$ cat src/rtl/alu_result_display.sv
// Flag register, serial double-dabble and 4-digit multiplexed display for the 6-bit add/sub result.
// Optional ALU_OVF_DISPLAY_EN shows "OF" instead of the wrapped value on overflow.
module alu_result_display #(
    parameter int REFRESH_DIV = 100000
) (
    input  logic       clk,
    input  logic       rst,
    input  logic       res_valid,
    input  logic [5:0] res_a,
    input  logic [5:0] res_b,
    input  logic       res_sel,
    input  logic [5:0] res_y,
    input  logic       res_cout,
    output logic       res_ready,
    output logic       flag_zero,
    output logic       flag_neg,
    output logic       flag_ovf,
    output logic       flag_cout,
    output logic [3:0] an,
    output logic [6:0] seg
);

    typedef enum logic [1:0] {IDLE, CONVERT, DISPLAY} state_t;

    localparam int DW = (REFRESH_DIV > 2) ? $clog2(REFRESH_DIV) : 1;
    localparam logic [DW-1:0] DIV_LAST = DW'(REFRESH_DIV - 1);

    localparam logic [6:0] BLANK = 7'b1111111;
    localparam logic [6:0] DASH  = 7'b0111111;

    state_t state, state_nx;

    logic          capture;
    logic          conv_done;
    logic          ovf_nx;
    logic [5:0]    mag;
    logic [5:0]    bin;
    logic [2:0]    bitcnt;
    logic [7:0]    bcd, bcd_adj, bcd_nx;
    logic [3:0]    d_tens, d_ones;
    logic          d_neg, d_valid;
    logic [DW-1:0] div_cnt;
    logic [1:0]    digit;
    logic [6:0]    glyph_sel;
`ifdef ALU_OVF_DISPLAY_EN
    logic          d_ovf;
`endif

    assign res_ready = (state != CONVERT);
    assign capture   = res_valid && res_ready;
    assign conv_done = (state == CONVERT) && (bitcnt == 3'd5);
    assign mag       = res_y[5] ? (~res_y + 6'd1) : res_y;

    always_comb begin
        ovf_nx = 1'b0;
        if (res_sel)
            ovf_nx = (res_a[5] != res_b[5]) && (res_y[5] != res_a[5]);
        else
            ovf_nx = (res_a[5] == res_b[5]) && (res_y[5] != res_a[5]);
    end

    // add-3 on any BCD nibble >= 5 before shifting in the next binary bit
    always_comb begin
        bcd_adj = bcd;
        if (bcd[3:0] >= 4'd5) bcd_adj[3:0] = bcd[3:0] + 4'd3;
        if (bcd[7:4] >= 4'd5) bcd_adj[7:4] = bcd[7:4] + 4'd3;
        bcd_nx = {bcd_adj[6:0], bin[5]};
    end

    always_comb begin
        state_nx = state;
        unique case (state)
            IDLE:    if (capture)   state_nx = CONVERT;
            CONVERT: if (conv_done) state_nx = DISPLAY;
            DISPLAY: if (capture)   state_nx = CONVERT;
            default:                state_nx = IDLE;
        endcase
    end

    always_ff @(posedge clk) begin
        if (rst) state <= IDLE;
        else     state <= state_nx;
    end

    always_ff @(posedge clk) begin
        if (rst) begin
            flag_zero <= 1'b0;
            flag_neg  <= 1'b0;
            flag_ovf  <= 1'b0;
            flag_cout <= 1'b0;
            bin       <= '0;
            bcd       <= '0;
            bitcnt    <= '0;
            d_tens    <= '0;
            d_ones    <= '0;
            d_neg     <= 1'b0;
            d_valid   <= 1'b0;
`ifdef ALU_OVF_DISPLAY_EN
            d_ovf     <= 1'b0;
`endif
        end else if (capture) begin
            flag_zero <= (res_y == 6'd0);
            flag_neg  <= res_y[5];
            flag_ovf  <= ovf_nx;
            flag_cout <= res_cout;
            bin       <= mag;
            bcd       <= '0;
            bitcnt    <= '0;
        end else if (state == CONVERT) begin
            bin    <= {bin[4:0], 1'b0};
            bcd    <= bcd_nx;
            bitcnt <= bitcnt + 3'd1;
            // flags are stable through CONVERT, so they describe this result
            if (conv_done) begin
                d_tens  <= bcd_nx[7:4];
                d_ones  <= bcd_nx[3:0];
                d_neg   <= flag_neg;
                d_valid <= 1'b1;
`ifdef ALU_OVF_DISPLAY_EN
                d_ovf   <= flag_ovf;
`endif
            end
        end
    end

    function automatic logic [6:0] glyph(input logic [3:0] v);
        logic [6:0] g;
        case (v)
            4'd0:    g = 7'b1000000;
            4'd1:    g = 7'b1111001;
            4'd2:    g = 7'b0100100;
            4'd3:    g = 7'b0110000;
            4'd4:    g = 7'b0011001;
            4'd5:    g = 7'b0010010;
            4'd6:    g = 7'b0000010;
            4'd7:    g = 7'b1111000;
            4'd8:    g = 7'b0000000;
            4'd9:    g = 7'b0010000;
            default: g = BLANK;
        endcase
        return g;
    endfunction

    always_comb begin
        glyph_sel = BLANK;
        if (d_valid) begin
            unique case (digit)
                2'd3:    glyph_sel = d_neg ? DASH : BLANK;
                2'd2:    glyph_sel = BLANK;
                2'd1:    glyph_sel = (d_tens == 4'd0) ? BLANK : glyph(d_tens);
                default: glyph_sel = glyph(d_ones);
            endcase
`ifdef ALU_OVF_DISPLAY_EN
            if (d_ovf) begin
                unique case (digit)
                    2'd2:    glyph_sel = 7'b1000000;
                    2'd1:    glyph_sel = 7'b0001110;
                    default: glyph_sel = BLANK;
                endcase
            end
`endif
        end
    end

    always_ff @(posedge clk) begin
        if (rst) begin
            div_cnt <= '0;
            digit   <= '0;
            an      <= 4'b1111;
            seg     <= BLANK;
        end else if (div_cnt == DIV_LAST) begin
            div_cnt <= '0;
            digit   <= digit + 2'd1;
            an      <= ~(4'b0001 << digit);
            seg     <= glyph_sel;
        end else begin
            div_cnt <= div_cnt + 1'b1;
        end
    end

endmodule

$ cat config.mk
export PLATFORM = sky130hd
export DESIGN_NAME = alu_result_display
export DESIGN_NICKNAME = d
export VERILOG_FILES = /design/src/rtl/alu_result_display.sv
export SDC_FILE = /design/constraint.sdc
export NUM_CORES = 1
export LEC_CHECK = 0
export ABC_AREA = 0
export CORE_ASPECT_RATIO = 0.5
export CORE_MARGIN = 3
export CORE_UTILIZATION = 55
export CTS_CLUSTER_DIAMETER = 40
export DETAILED_ROUTE_END_ITERATION = 10
export PLACE_DENSITY = 0.79
export SLEW_MARGIN = 25
export SYNTH_ARGS = -nofsm -noshare
export SYNTH_HDL_FRONTEND = slang
export SYNTH_SLANG_ARGS = --single-unit
$ cat constraint.sdc
create_clock -name clk -period 5.6 [get_ports clk]
set_input_delay 0.84 -clock clk [delete_from_list [all_inputs] [get_ports clk]]
set_output_delay 0.84 -clock clk [all_outputs]
set_load 0.05 [all_outputs]
==> impl_metrics.yaml, run 1 <==
run_status:
  status: "completed"
sta:
  hold_slack_ns: 0.4469
  slew_violations: 0
  fin_ws_ns: 2.618
  hold_violations: 0
  fmax_ghz: 0.3353
  worst_slew_pin_slew_ns: 0.9638
  finalSetupViolCount: 0
  slew_headroom: 0.3575
  finClkSkew_ns: 0.007006
  rsz0062_at_grt: "no"
  finalCritPeriodShare: 0.5325
  min_period_ns: 2.982
  finalSetupTns_ns: 0
critical_path:
  cp-end-kind: "primary output"
  critPathArrivalTime_ns: 2.14
  path_class: "reg -> out"
  path_max_fanout: 17
  critical-path-max-stage-delay_ns: 0.91
  path_cells: "inv_1 > nor2_1 > inv_1 > clkdlybuf4s50_1"
  crit_slowest_cell: "clkdlybuf4s50_1"
  crit_top_cell: "inv_1"
  cp.required_ns: 4.76
  start_kind: "register"
cts:
  clkLatencyLatePin_ns: 0.33
  cts_resized: 0
  post_cts_buffers: 0
  cts_tree: "yes"
  cts_hold_buf: 0
  h-tree-depth: 3
  numCtsBuffers: 9
  clockBufferDepth: 2
  cts_sinks: 77
  clk_pin_slew_ns: 0.06
  cts_root_buf: "clkbuf_16"
floorplan:
  core_mm2: 0.006779
  fp.dieW_um: 125.2
  dieArea_mm2: 0.008213
  num_rows: 21
  dieHeight_um: 65.60
  start_util: 0.5764
  ios: 39
power_and_ir_drop:
  finalPower_mw: 1.138
  powerDensity_mw_per_mm2: 254.5
  ir_drop_mv: 0.1426
  power.leakage_nw: 1.645
routing:
  drc: 0
  ant_nets: 0
  finalWirelength_um: 7537
  drt-initial-drc-count: 194
  dr_total_vias: 3195
  first_pass_iters: 4
  wl_per_cell_um: 13.32
  vias_per_cell: 5.645
synth:
  synth_edf_count: 0
  ys_ff_latch: 77
  ys_seq_area_frac: 0.3945
  synth_area_mm2: 0.003907
  ys_types: 67
  synth_cells: 446
  syn_nets: 492
  ys.flop_type: "dfxtp_1"
  async_flop_share: 0
  synth.avg_cell_area_um2: 8.761
  yosysWarningCount: 0
layout:
  antennaDiodeCount: 0
  drive_gt1_frac: 0.09072
  syn2layout_area_growth_pct: 14.47
  fill_cells: 551
  finalInstanceArea_mm2: 0.004473
  layout.nets: 517
grt:
  grt_max_degree: 40
  grt_antenna_before_repair: 0
  grt_pass1_vias: 2888
  grt_first_pass_wirelength_um: 13100
  grt_usage: 0.1928
  grt_overflow: 0
placement:
  dp_hpwl_um: 5325
  dpl_cell_area_mm2: 0.004218
  port_buffers: 28
  post-place-ws_ns: 2.336
  place_congestion: 0.8927
min_path:
  worstHoldPathType: "reg -> reg"
flow_run:
  drv_cap: 0
layout make-up:
| cell class | count | area [um^2] | area share |
|---|---|---|---|
| multi-input combinational | 325 | 2156 | 0.4820 |
| sequential | 77 | 1541 | 0.3446 |
| timing repair buffer | 30 | 295.3 | 0.06601 |
| clock buffer | 9 | 225.2 | 0.05035 |
| tap | 92 | 115.1 | 0.02573 |
| inverter | 28 | 110.1 | 0.02462 |
| clock inverter | 5 | 30.03 | 0.006713 |
power breakdown:
part | internal, mW | total (mW) | switching, mW
sequential | 0.557 | 0.563 | 0.00670
combinational | 0.0278 | 0.0717 | 0.0439
clock | 0.292 | 0.503 | 0.211
metal layers:
metal  GRT usage  share of wire  vias up
met1      0.2417           0.48     1488
met2      0.3309           0.46       80
li1            -              -     1617
met3     0.05763          0.048       10
met5           0              0        -
met4     0.04595         0.0093        0
critical path, delay by kind of cell (launching register included):
family                 cells  cell delay, ns
buffers and inverters      3            1.42
and+or+nand+nor            1            0.06
DFF                        1            0.33
metrics by stage:
| stage | instances | utilization |
|---|---|---|
| after detailed placement | 552 | 0.6222 |
| after global placement | 552 | 0.6222 |
| after CTS | 566 | 0.6598 |
| after floorplan | 446 | - |
| final | 566 | 0.6598 |
| after global routing | 566 | 0.6598 |
path summary, 6_finish.rpt:
path / start / end / slack, ns / cells after the start
worst max-delay path: state[0] / res_ready / 2.62 / 4
worst max register to register: bitcnt[0] / register / 2.77 / 9
worst min-delay path: div_cnt[0] / div_cnt[0] / 0.45 / 1
worst min register to register: div_cnt[0] / div_cnt[0] / 0.45 / 1
synthesized netlist by cell type, drive strengths merged, types with 5 or more instances:
library cell  count  share of area
o22a              8          0.018
a311oi            5          0.013
nand4             6         0.0096
nor3b             5         0.0096
a21oi            43          0.055
clkbuf            7         0.0067
nand3             5         0.0064
dfxtp            77           0.39
nor2             53          0.052
nand2b            5         0.0080
nor3             13          0.023
a211oi            9          0.020
o21ai            19          0.024
xor2             12          0.027
inv              27          0.026
or3               7          0.013
ha               23          0.074
nor2b             7          0.011
nand2            41          0.040
xnor2            10          0.022
buf               9          0.019
cell usage in the layout, fill, tap and decap left out, types with 4 or more instances in the layout:
cell,Yosys,layout
dfxtp_1,77,77
nor2_1,52,52
a21oi_1,43,43
nand2_1,40,40
clkdlybuf4s50_1,0,28
inv_1,25,25
ha_1,23,23
o21ai_0,19,19
xor2_1,12,12
xnor2_1,10,10
nor3_1,9,9
clkbuf_16,0,9
o22a_1,8,8
nor2b_1,7,7
a211oi_1,7,7
nand4_1,6,6
nand2b_1,5,5
nor3b_1,5,5
or3_1,5,5
nand3_1,5,5
and2_1,4,4
a311oi_1,4,4
and3_1,4,4
cell families (layout without fill, tap and decap cells):
| kind of cell | after synthesis | after routing | synth area share |
|---|---|---|---|
| AOI/OAI and AO/OA | 113 | 113 | 0.1995 |
| xor gates and xnor gates | 22 | 22 | 0.04931 |
| adders and majority gates | 23 | 23 | 0.07365 |
| buffers and inverters | 44 | 72 | 0.05379 |
| DFF | 77 | 77 | 0.3945 |
| muxes | 2 | 2 | 0.005443 |
| and+or+nand+nor | 165 | 165 | 0.2238 |
Power figures use the tool's default switching activity.
==> inputs of run 2 (changes only) <==
--- a/config.mk
+++ b/config.mk
@@ -8,10 +8,10 @@
 export ABC_AREA = 0
 export CORE_ASPECT_RATIO = 0.5
 export CORE_MARGIN = 3
-export CORE_UTILIZATION = 55
+export CORE_UTILIZATION = 51
 export CTS_CLUSTER_DIAMETER = 40
 export DETAILED_ROUTE_END_ITERATION = 10
-export PLACE_DENSITY = 0.79
+export PLACE_DENSITY = 0.77
 export SLEW_MARGIN = 25
 export SYNTH_ARGS = -nofsm -noshare
 export SYNTH_HDL_FRONTEND = slang
==> constraint.sdc (replaced) <==
create_clock -name clk -period 2.5 [get_ports clk]
set_input_delay 0.375 -clock clk [delete_from_list [all_inputs] [get_ports clk]]
set_output_delay 0.375 -clock clk [all_outputs]
set_load 0.05 [all_outputs]
==> impl_metrics.yaml, run 2 (same netlist as run 1, synthesis figures left out) <==
floorplan:
  ios: 39
  core_mm2: 0.007042
  fp.dieW_um: 129.8
  dieArea_mm2: 0.008812
  num_rows: 21
  dieHeight_um: 67.90
  start_util: 0.5549
layout:
  register_area_mm2: 0.001543
  finalInstanceArea_mm2: 0.004644
  drive_gt1_frac: 0.1321
  multi_input_area_mm2: 0.002177
  final_cells: 584
  layout.nets: 533
  final_common_cell: "dfxtp_1"
  fin_util: 0.6596
  syn2layout_area_growth_pct: 18.86
  mostFrequentLayoutCells: "76 x dfxtp_1, 52 x nor2_1, 43 x a21oi_1"
  fill_cells: 570
  antennaDiodeCount: 0
flow_run:
  drv_cap: 0
placement:
  port_buffers: 28
  dp_hpwl_um: 5783
  dpl_cell_area_mm2: 0.004328
  place_congestion: 0.8631
  post-place-cells: 567
sta:
  finalSetupTns_ns: 0
  finalCritPeriodShare: 0.9424
  worst_slew_pin_slew_ns: 0.6573
  finClkSkew_ns: 0.006160
  slew_violations: 0
  rsz0062_at_grt: "no"
  slew_headroom: 0.5604
  hold_violations: 0
  min_period_ns: 2.356
  finalSetupViolCount: 0
  fmax_ghz: 0.4244
grt:
  grt_antenna_before_repair: 0
  grt_overflow: 0
  grt_max_degree: 27
  grt_usage: 0.2002
  grt_first_pass_wirelength_um: 13740
  grt_pass1_vias: 2967
critical_path:
  cp-end-kind: "register"
  cp.required_ns: 2.76
  critPathArrivalTime_ns: 2.62
  path_max_fanout: 5
  start_kind: "register"
  path_class: "reg -> reg"
routing:
  dr_total_vias: 3231
  finalWirelength_um: 8287
  drt-initial-drc-count: 185
  ant_nets: 0
  drc: 0
  first_pass_iters: 4
  wl_per_cell_um: 14.19
  vias_per_cell: 5.533
power_and_ir_drop:
  ir_drop_mv: 0.3761
  finalPower_mw: 2.658
  powerDensity_mw_per_mm2: 572.2
  power.leakage_nw: 1.743
cts:
  cts_sinks: 77
  numCtsBuffers: 9
  cts_tree: "yes"
  clockBufferDepth: 2
  clkLatencyLatePin_ns: 0.34
  clk_pin_slew_ns: 0.06
  h-tree-depth: 3
  cts_root_buf: "clkbuf_16"
run_status:
  status: "completed"
min_path:
  worstHoldPathType: "reg -> reg"
run 2: worst paths after layout:
| kind | slack, ns | startpoint | depth (start not counted) | endpoint |
|---|---|---|---|---|
| worst max-delay path | 0.14 | bcd[0] | 9 | register |
| worst min-delay path | 0.45 | div_cnt[0] | 1 | div_cnt[0] |
| worst max register to register | 0.14 | bcd[0] | 9 | register |
| worst min register to register | 0.45 | div_cnt[0] | 1 | div_cnt[0] |
run 2: layout make-up:
type	instances	area share
multi-input combinational	325	0.4688
sequential	77	0.3322
timing repair buffer	46	0.08890
clock buffer	10	0.05145
tap	92	0.02478
inverter	28	0.02371
clock inverter	6	0.01024
run 2: per-layer routing:
| metal | wire (um) | share of wire | track usage | vias up |
|---|---|---|---|---|
| li1 | - | - | - | 1649 |
| met3 | 357 | 0.043 | 0.05768 | 6 |
| met1 | 4021 | 0.49 | 0.2519 | 1513 |
| met4 | 74 | 0.0089 | 0.06865 | 0 |
| met5 | 0 | 0 | 0 | - |
| met2 | 3834 | 0.46 | 0.3353 | 63 |
run 2: report_power, final:
part / internal, mW / switching, mW / total (mW)
clock network: 0.705 / 0.521 / 1.23
registers: 1.25 / 0.0140 / 1.26
logic: 0.0679 / 0.103 / 0.171
total: 2.02 / 0.638 / 2.66
run 2: repair_timing:
| item | 4_1_cts | 5_1_grt |
|---|---|---|
| hold buffers | 0 | 0 |
| endpoints found under the setup margin | 0 | 5 |
| buffers inserted | 0 | 1 |
| resized for setup | 0 | 4 |
run 2: metrics by stage:
step	hold WS (ns)	setup slack [ns]
floorplan	0.4121	0.2076
global placement	0.4283	0.04020
detailed placement	0.4365	0.02104
CTS	0.4451	0.02521
global route	0.4644	0.01451
finish	0.4459	0.1439
run 2: critical path: stages, from the launching register on:
cell and delay [ns]:
dfxtp_2 0.36, inv_1 0.06, ha_1 0.22, nor2b_1 0.18
or3_4 0.40, a311oi_4 0.37, inv_1 0.14, ha_1 0.32
nand2_1 0.06, a21oi_1 0.16
==> inputs of run 3 (changes only) <==
--- a/config.mk
+++ b/config.mk
@@ -9,6 +9,7 @@
 export CORE_ASPECT_RATIO = 0.5
 export CORE_MARGIN = 3
 export CORE_UTILIZATION = 51
+export CTS_BUF_LIST = sky130_fd_sc_hd__clkbuf_8 sky130_fd_sc_hd__clkbuf_16
 export CTS_CLUSTER_DIAMETER = 40
 export DETAILED_ROUTE_END_ITERATION = 10
 export PLACE_DENSITY = 0.77
@@ -16,3 +17,4 @@
 export SYNTH_ARGS = -nofsm -noshare
 export SYNTH_HDL_FRONTEND = slang
 export SYNTH_SLANG_ARGS = --single-unit
+export TNS_END_PERCENT = 20
==> results of run 3 <==
The final DEF is identical to that of run 2; final timing and power are the same.
